<file path="config.mk">
export PLATFORM = sky130hd
export DESIGN_NAME = dot_product_bram_engine
export DESIGN_NICKNAME = d
export VERILOG_FILES = /design/src/rtl/dot_product_bram_engine.sv
export SDC_FILE = /design/constraint.sdc
export NUM_CORES = 2
export LEC_CHECK = 0
export BUFFER_PORTS_ARGS = -buffer_cell sky130_fd_sc_hd__buf_2
export CORE_ASPECT_RATIO = 1.1
export CORE_UTILIZATION = 65
export CTS_CLUSTER_SIZE = 28
export DETAILED_ROUTE_END_ITERATION = 8
export PLACE_DENSITY = 0.95
export SETUP_SLACK_MARGIN = 0.02
export SKIP_CTS_REPAIR_TIMING = 1
export SYNTH_ARGS = -nofsm -noshare
export SYNTH_HDL_FRONTEND = slang
export SYNTH_SLANG_ARGS = --single-unit
</file>
<file path="constraint.sdc">
create_clock -name clk -period 20.2 [get_ports clk]
set_input_delay 3.03 -clock clk [delete_from_list [all_inputs] [get_ports clk]]
set_output_delay 3.03 -clock clk [all_outputs]
set_load 0.01 [all_outputs]
</file>
<file path="src/rtl/dot_product_bram_engine.sv">
// Streams N packed words from node and weight BRAMs, runs NUM_CORE lane-wise
// multiply-accumulates, then writes the per-core sums to a result BRAM.
`default_nettype none

module dot_product_bram_engine #(
    parameter int CNT_BIT       = 31,
    parameter int AWIDTH        = 12,
    parameter int MEM_SIZE      = 4096,
    parameter int IN_DATA_WIDTH = 8,
    parameter int NUM_CORE      = 4,
    parameter int DWIDTH        = 32,
    parameter int RWIDTH        = 32
) (
    input  logic                         clk,
    input  logic                         reset_n,
    input  logic                         i_run,
    input  logic [CNT_BIT-1:0]           i_num_cnt,
    input  logic                         i_signed,
    input  logic [AWIDTH-1:0]            i_wb_base,
    output logic                         o_idle,
    output logic                         o_read,
    output logic                         o_write,
    output logic                         o_done,
    output logic [AWIDTH-1:0]            addr_b0,
    output logic                         ce_b0,
    output logic                         we_b0,
    output logic [DWIDTH-1:0]            d_b0,
    input  logic [DWIDTH-1:0]            q_b0,
    output logic [AWIDTH-1:0]            addr_b1,
    output logic                         ce_b1,
    output logic                         we_b1,
    output logic [DWIDTH-1:0]            d_b1,
    input  logic [DWIDTH-1:0]            q_b1,
    output logic [AWIDTH-1:0]            addr_b2,
    output logic                         ce_b2,
    output logic                         we_b2,
    output logic [RWIDTH-1:0]            d_b2,
    output logic [NUM_CORE*RWIDTH-1:0]   o_result
);

    localparam int IDW = IN_DATA_WIDTH;
    localparam int PW  = 2 * IDW + 2;
    localparam int WCW = (NUM_CORE > 1) ? $clog2(NUM_CORE) : 1;

    if (DWIDTH != NUM_CORE * IDW || RWIDTH < 2 * IDW || MEM_SIZE > (1 << AWIDTH)) begin : g_bad_params
        $error("dot_product_bram_engine: inconsistent parameters");
    end

    typedef enum logic [2:0] {
        S_IDLE  = 3'd0,
        S_RUN   = 3'd1,
        S_FLUSH = 3'd2,
        S_WRITE = 3'd3,
        S_DONE  = 3'd4
    } state_t;

    state_t                       state_q, state_d;
    logic [CNT_BIT-1:0]           cnt_q, cnt_d;
    logic [CNT_BIT-1:0]           num_q, num_d;
    logic                         signed_q, signed_d;
    logic [AWIDTH-1:0]            base_q, base_d;
    logic [WCW-1:0]               wcnt_q, wcnt_d;
    logic                         vld_q;
    logic                         clr;
    logic [NUM_CORE*RWIDTH-1:0]   acc_q;
    logic [NUM_CORE*RWIDTH-1:0]   prod_ext;

    always_comb begin
        state_d  = state_q;
        cnt_d    = cnt_q;
        num_d    = num_q;
        signed_d = signed_q;
        base_d   = base_q;
        wcnt_d   = wcnt_q;
        clr      = 1'b0;
        case (state_q)
            S_IDLE: begin
                if (i_run) begin
                    num_d    = i_num_cnt;
                    signed_d = i_signed;
                    base_d   = i_wb_base;
                    cnt_d    = '0;
                    clr      = 1'b1;
                    state_d  = (i_num_cnt == '0) ? S_FLUSH : S_RUN;
                end
            end
            S_RUN: begin
                cnt_d = cnt_q + CNT_BIT'(1);
                if (cnt_q == num_q - CNT_BIT'(1)) begin
                    state_d = S_FLUSH;
                end
            end
            S_FLUSH: begin
                wcnt_d  = '0;
                state_d = S_WRITE;
            end
            S_WRITE: begin
                wcnt_d = wcnt_q + WCW'(1);
                if (wcnt_q == WCW'(NUM_CORE - 1)) begin
                    state_d = S_DONE;
                end
            end
            S_DONE:  state_d = S_IDLE;
            default: state_d = S_IDLE;
        endcase
    end

    always_ff @(posedge clk or negedge reset_n) begin
        if (!reset_n) begin
            state_q  <= S_IDLE;
            cnt_q    <= '0;
            num_q    <= '0;
            signed_q <= 1'b0;
            base_q   <= '0;
            wcnt_q   <= '0;
            vld_q    <= 1'b0;
        end else begin
            state_q  <= state_d;
            cnt_q    <= cnt_d;
            num_q    <= num_d;
            signed_q <= signed_d;
            base_q   <= base_d;
            wcnt_q   <= wcnt_d;
            vld_q    <= (state_q == S_RUN);
        end
    end

    // Lanes are widened by one bit so one signed multiplier covers both modes.
    for (genvar k = 0; k < NUM_CORE; k++) begin : g_core
        logic [IDW-1:0]      a_lane, b_lane;
        logic signed [IDW:0] a_ext, b_ext;
        logic signed [PW-1:0] prod;

        assign a_lane = q_b0[DWIDTH-1-k*IDW -: IDW];
        assign b_lane = q_b1[DWIDTH-1-k*IDW -: IDW];
        assign a_ext  = {signed_q & a_lane[IDW-1], a_lane};
        assign b_ext  = {signed_q & b_lane[IDW-1], b_lane};
        assign prod   = PW'(a_ext) * PW'(b_ext);

        if (RWIDTH > PW) begin : g_ext_wide
            assign prod_ext[k*RWIDTH +: RWIDTH] = {{(RWIDTH-PW){prod[PW-1]}}, prod};
        end else if (RWIDTH == PW) begin : g_ext_same
            assign prod_ext[k*RWIDTH +: RWIDTH] = prod;
        end else begin : g_ext_trunc
            assign prod_ext[k*RWIDTH +: RWIDTH] = prod[RWIDTH-1:0];
        end
    end

    always_ff @(posedge clk or negedge reset_n) begin
        if (!reset_n) begin
            acc_q <= '0;
        end else if (clr) begin
            acc_q <= '0;
        end else if (vld_q) begin
            for (int k = 0; k < NUM_CORE; k++) begin
                acc_q[k*RWIDTH +: RWIDTH] <= acc_q[k*RWIDTH +: RWIDTH] + prod_ext[k*RWIDTH +: RWIDTH];
            end
        end
    end

    always_comb begin
        d_b2 = '0;
        if (state_q == S_WRITE) begin
            for (int k = 0; k < NUM_CORE; k++) begin
                if (wcnt_q == WCW'(k)) begin
                    d_b2 = acc_q[k*RWIDTH +: RWIDTH];
                end
            end
        end
    end

    assign o_idle   = (state_q == S_IDLE);
    assign o_read   = (state_q == S_RUN);
    assign o_write  = (state_q == S_WRITE);
    assign o_done   = (state_q == S_DONE);

    assign addr_b0  = o_read ? cnt_q[AWIDTH-1:0] : '0;
    assign addr_b1  = addr_b0;
    assign ce_b0    = o_read;
    assign ce_b1    = o_read;
    assign we_b0    = 1'b0;
    assign we_b1    = 1'b0;
    assign d_b0     = '0;
    assign d_b1     = '0;

    assign addr_b2  = o_write ? base_q + AWIDTH'(wcnt_q) : '0;
    assign ce_b2    = o_write;
    assign we_b2    = o_write;
    assign o_result = acc_q;

endmodule

`default_nettype wire

</file>
Word level (Yosys, flattened, before mapping):

Cells that the tools add are included.

* bits in registers: 209
* input port bits: 111
* word-level logic and storage cells: 67

* $add $sub $neg: 8
* $mul: 4
* equal/unequal tests: 11
* mux-type cells: 19
* bitwise logic cells: 8
* reductions and logical operators: 9

Operator list (number)
* 128-bit two-way mux: 2
* 32-bit two-way mux: 5
* 32-bit adder: 4
* 9-bit by 9-bit multiplier with 18-bit output: 4
* 31-bit case mux with 2 select lines: 1
* 31-bit by 1-bit adder with 31-bit output (second input constant): 1
* 31-bit == test: 1
* 31-bit logical NOT: 1
* 31-bit two-way mux: 1
* 31-bit by 1-bit subtractor with 31-bit output (second input constant): 1
* 12-bit two-way mux: 2
* 12-bit by 2-bit adder with 12-bit output: 1
* 3-bit case mux with 4 select lines: 1
* 3-bit two-way mux: 3
* 1-bit bitwise AND: 8
* 3-bit by 2-bit == test with 1-bit output (second input constant): 2
* 2-bit nonzero test: 3
* 2-bit == test (second input constant): 2
* 2-bit by 1-bit inequality test with 1-bit output (second input constant): 2
* 2-bit case mux with 2 select lines: 1
* 2-bit AND reduction: 2
* 3-bit by 1-bit == test with 1-bit output (second input constant): 1
* 3-bit == test (second input constant): 1
* 3-bit logical NOT: 1
* other kinds (7): 8

Longest topological paths before layout:

* depth after elaboration: 6
* depth in mapped cells: 33

Least setup slack after synthesis:

No wires, ideal clock.

* kind: input to register
* from: in q_b1[23]
* to: reg acc_q[63], in the netlist o_result[63]
* setup time: 0.120 ns
* arrival: 10.376 ns
* required time: 20.080 ns
* slack: 9.704 ns
* stages: 29
* path through: clkbuf_1 nand2_1 or2_2 fa_1 fa_1 inv_1 fa_1 fa_1 inv_1 fa_1 inv_1 ha_1 a21oi_1 o21a_1 nor3_1 nand4_1 a31oi_1 xnor2_1 ha_1 a21oi_1 o21ai_0 a31oi_1 or4b_2 o221ai_1 o31ai_1 a31oi_1 xnor2_1 a21oi_1 a31o_2

* word-level cells in the longest chain between the ends: 5

Ends and longest elaborated chain
* from (decl): RTL line 33 `input logic [DWIDTH-1:0] q_b1,`
* 1-bit bitwise AND: RTL line 137 `assign b_ext = {signed_q & b_lane[IDW-1], b_lane};`
* 9-bit by 9-bit multiplier with 18-bit output *: RTL line 138 `assign prod = PW'(a_ext) * PW'(b_ext);`
* 32-bit adder *: RTL line 156 `acc_q[k*RWIDTH +: RWIDTH] <= acc_q[k*RWIDTH +: RWIDTH] + prod_ext[k*RWIDTH +: RWIDTH];`
* 128-bit two-way mux *: RTL line 154 `end else if (vld_q) begin`
* 128-bit two-way mux *: RTL line 152 `end else if (clr) begin`
* to (signal, indexed assignment): RTL line 156
* to (decl): RTL line 65 `logic [NUM_CORE*RWIDTH-1:0] acc_q;`

Mark *: on every way between the ends. The rest lies on a longest branch, timed or not. The select of a mux whose other input is x is not followed.
A chain may end at the register's enable or synchronous reset.

Final worst setup path:

* from: in q_b0[15]
* to: reg acc_q[94], in the netlist o_result[94]

* word-level cells in the longest chain between the ends: 5

Ends and longest elaborated chain
* from (decl): RTL line 28 `input logic [DWIDTH-1:0] q_b0,`
* 1-bit bitwise AND: RTL line 136 `assign a_ext = {signed_q & a_lane[IDW-1], a_lane};`
* 9-bit by 9-bit multiplier with 18-bit output *: RTL line 138
* 32-bit adder *: RTL line 156
* 128-bit two-way mux *: RTL line 154
* 128-bit two-way mux *: RTL line 152

Marked as above.

==> summary.md <==
| Metric | Value |
|---|---|
| Status | `complete, but fails checks` |
| Failing checks | `DRC` |
| Post-DP HPWL | `66000 um` |
| Worst hold slack | `approximately 500 ps` |
| Buf/Inv on CP | `4` |
| Htree depth | `1` |
| Slew Viols, Final | `0` |
| Critical Path End Type | `flop` |
| Placer's final routability congestion estimate | `0.984` |
| Layout fillers | `3423` |
| GRT Total Usage | `around 36%` |
| #FFs+latches synth | `209` |
| First-pass GRT wire length | `~130000 um` |
| Die span in x | `206 um` |
| FMAX | `95.3 MHz` |
| Total core area | `45500 um^2` |
| Initial DRC count | `2511` |
| Area grow syn2layout | `8.07%` |
| Multi-input logic area | `22300 um^2` |
| Sequential fraction of the synthesis area | `17.5%` |
| Arr. time, crit path | `10950 ps` |
| Yosys warning count | `0` |
| Critical path depth | `29` |
| Die ar. | `46800 um^2` |
| Commonest non-fill, non-tap cells in the layout | `nand2_1 (433), inv_1 (384), nor2_1 (379), buf_2 (313), ha_1 (286)` |
| Distinct cells, synth | `87` |
| CTS buffer count | `25` |
| Crit path kind | `in2reg` |
| Root Driver | `clkbuf_16` |
| Routed Antenna Nets | `0` |
| Reg2reg start | `signed_q$_DFFE_PN0P_` |
| Routed len/inst | `around 19 um` |
| R2R cell count | `29` |
| Starting Density | `65.7%` |
| Initial antenna violation count | `2` |
| Most used DFF post-synth | `dfrtp_1` |
| Clock Sinks | `209` |
| Remaining DRCs | `84` |
| Layout Skew | `23.6 ps` |
| Worst Setup SP | `q_b0[15]` |
| CP top delay family | `adder cells` |
| Vias in the first global route | `26000` |
| Share of cells above drive strength 1 | `11.2%` |
| CTS tree | `built` |
| Reg clk slew, reported paths | `approximately 60 ps` |
| FF/Latch Area | `5230 um^2` |
| Initial DRT Pass Iterations | `8` |
| Slowest stage cell, crit path | `xnor2_2` |
| Start point of the worst hold path | `num_q[30]$_DFFE_PN0P_` |
| Final nets | `around 4500` |
| Via density | `6.03` |
| Post-Syn Instances | `3611` |
| Min Clock Period, post-route | `10490 ps` |
| Max cap viols | `0` |
| Post-Route Setup TNS | `0 ps` |
| CP required | `a little over 20000 ps` |
| Slowest stage delay, CP | `790 ps` |
| Ports | `381` |
| Gr ovfl total | `0` |
| Async SR Flop Fraction | `100%` |
| Cell area after synthesis | `29900 um^2` |
| Period utilisation layout | `51.9%` |
| Largest net degree at the start of global routing | `93` |
| Vias | `26700` |
| RSZ-0062 raised after global routing | `no` |
| Hold Violations, Final | `0` |
| Num rows | `82` |
| Max Root-Sink Buffers | `3` |
| CP most frequent cell | `fa_1` |
| Startpoint types | `input pin` |
| Number of enable flip-flop cells after synthesis | `0` |
| WHS Path Cells | `2` |
| Slew HR | `31.1%` |
| Skew-Pair Late Insertion Delay | `around 560 ps` |
| Final Setup Violations | `0` |
| Hold Path Class | `reg2reg` |
| Commonest non-fill, non-tap cell in the layout | `nand2_1` |
| Critical path peak fanout | `19` |
| Syn_area_per_cell | `8.27 um^2` |
| Input/output buffers | `314` |
| Routed wire length | `~84000 um` |
| Die height | `227 um` |
| Slew @ Worst Pin | `1030 ps` |
[logic make-up after synthesis]
group	count (synthesis)	share of synthesized area, %
simple gates	1305	20.5
compound gates	629	13.2
buf+inv	603	8.71
fa+ha+maj	574	31.2
xor+xnor	210	6.16
flops	209	17.5
mux	80	2.69
other cells	1	0.0126
[metal layers]
metal / share of wire, % / global-route usage [%]
met1: 37 / 42.9
met2: 48 / 59.9
met3: 9.2 / 8.19
met4: 5.8 / 17.9
met5: 0 / 0
[registers in the layout (all words and copies together), names as in the netlist]
register	count
base_q	12
cnt_q	31
num_q	31
o_result	128
signed_q	1
state_q	3
vld_q	1
wcnt_q	2
[synthesized netlist by cell type, types with 4 or more instances]
library cell,instances,share of area (%)
o211ai_1,15,0.38
o41ai_1,6,0.18
o21a_1,23,0.58
xor2_1,64,1.9
a21boi_0,6,0.15
inv_1,385,4.8
nor2_1,379,4.8
buf_1,17,0.21
fa_1,285,19
a211oi_1,24,0.60
o21bai_1,22,0.55
or3_1,15,0.31
a31o_2,5,0.15
a31oi_1,21,0.44
nor4_1,19,0.40
a21oi_1,247,4.1
o22ai_1,7,0.15
nor4b_1,5,0.15
buf_4,84,2.1
o21ai_0,109,1.8
nor2b_1,29,0.61
nand3b_1,4,0.10
a2111oi_0,4,0.12
or4_1,5,0.13
nand4_1,26,0.54
nand2_1,434,5.5
a21o_1,64,1.6
and4_1,5,0.15
and3_1,38,0.80
o31a_1,7,0.21
dfrtp_1,209,18
nand2b_1,20,0.42
nor3_1,51,0.85
xnor2_1,146,4.3
a41oi_1,6,0.18
clkbuf_1,113,1.4
or2_2,22,0.46
o31ai_1,13,0.33
a211o_1,5,0.15
nor3b_1,7,0.18
mux2i_1,78,2.6
a311oi_1,5,0.15
and2_1,160,3.4
ha_1,289,12
nand3_1,67,1.1
[through the flow]
step	instances	setup WS, ps	utilization (%)	instance area [um^2]
after global routing	4421	9170	71.0	32300
final	4422	9710	71.0	32300
after floorplan	3676	9700	-	30100
after CTS	4421	9840	71.0	32300
after global placement	4375	9570	69.1	31400
after detailed placement	4375	9320	69.1	31400
[worst paths after layout]
| check | end | slack (ps) |
|---|---|---|
| setup / recovery | o_result[94]$_DFFE_PN0P_ | 9710 |
| hold / removal | num_q[30]$_DFFE_PN0P_ | 500 |
| setup reg to reg | o_result[94]$_DFFE_PN0P_ | 11410 |
| hold reg to reg | num_q[30]$_DFFE_PN0P_ | 500 |
| max in group asynchronous | vld_q$_DFF_PN0_ | 16350 |
| min in group asynchronous | o_result[17]$_DFFE_PN0P_ | 2480 |
[tightest hold or removal path: stages (launching register included)]
cell	delay, ps
dfrtp_1	360
nand2_1	50
nand2_1	60
[final cells by class]
| cell class | count | share of cell area [%] |
|---|---|---|
| multi-input cells | 2864 | 69.1 |
| flip-flops and latches | 209 | 16.2 |
| repair buffers | 328 | 5.23 |
| inverters | 386 | 4.49 |
| well taps | 588 | 2.28 |
| clock buffers | 30 | 2.12 |
| clock inverters | 16 | 0.554 |
| diodes | 1 | 0.00775 |
Power is left out: the tool's default activity adds up to more than one toggle a clock period on the data nets, which glitch-free logic cannot reach.
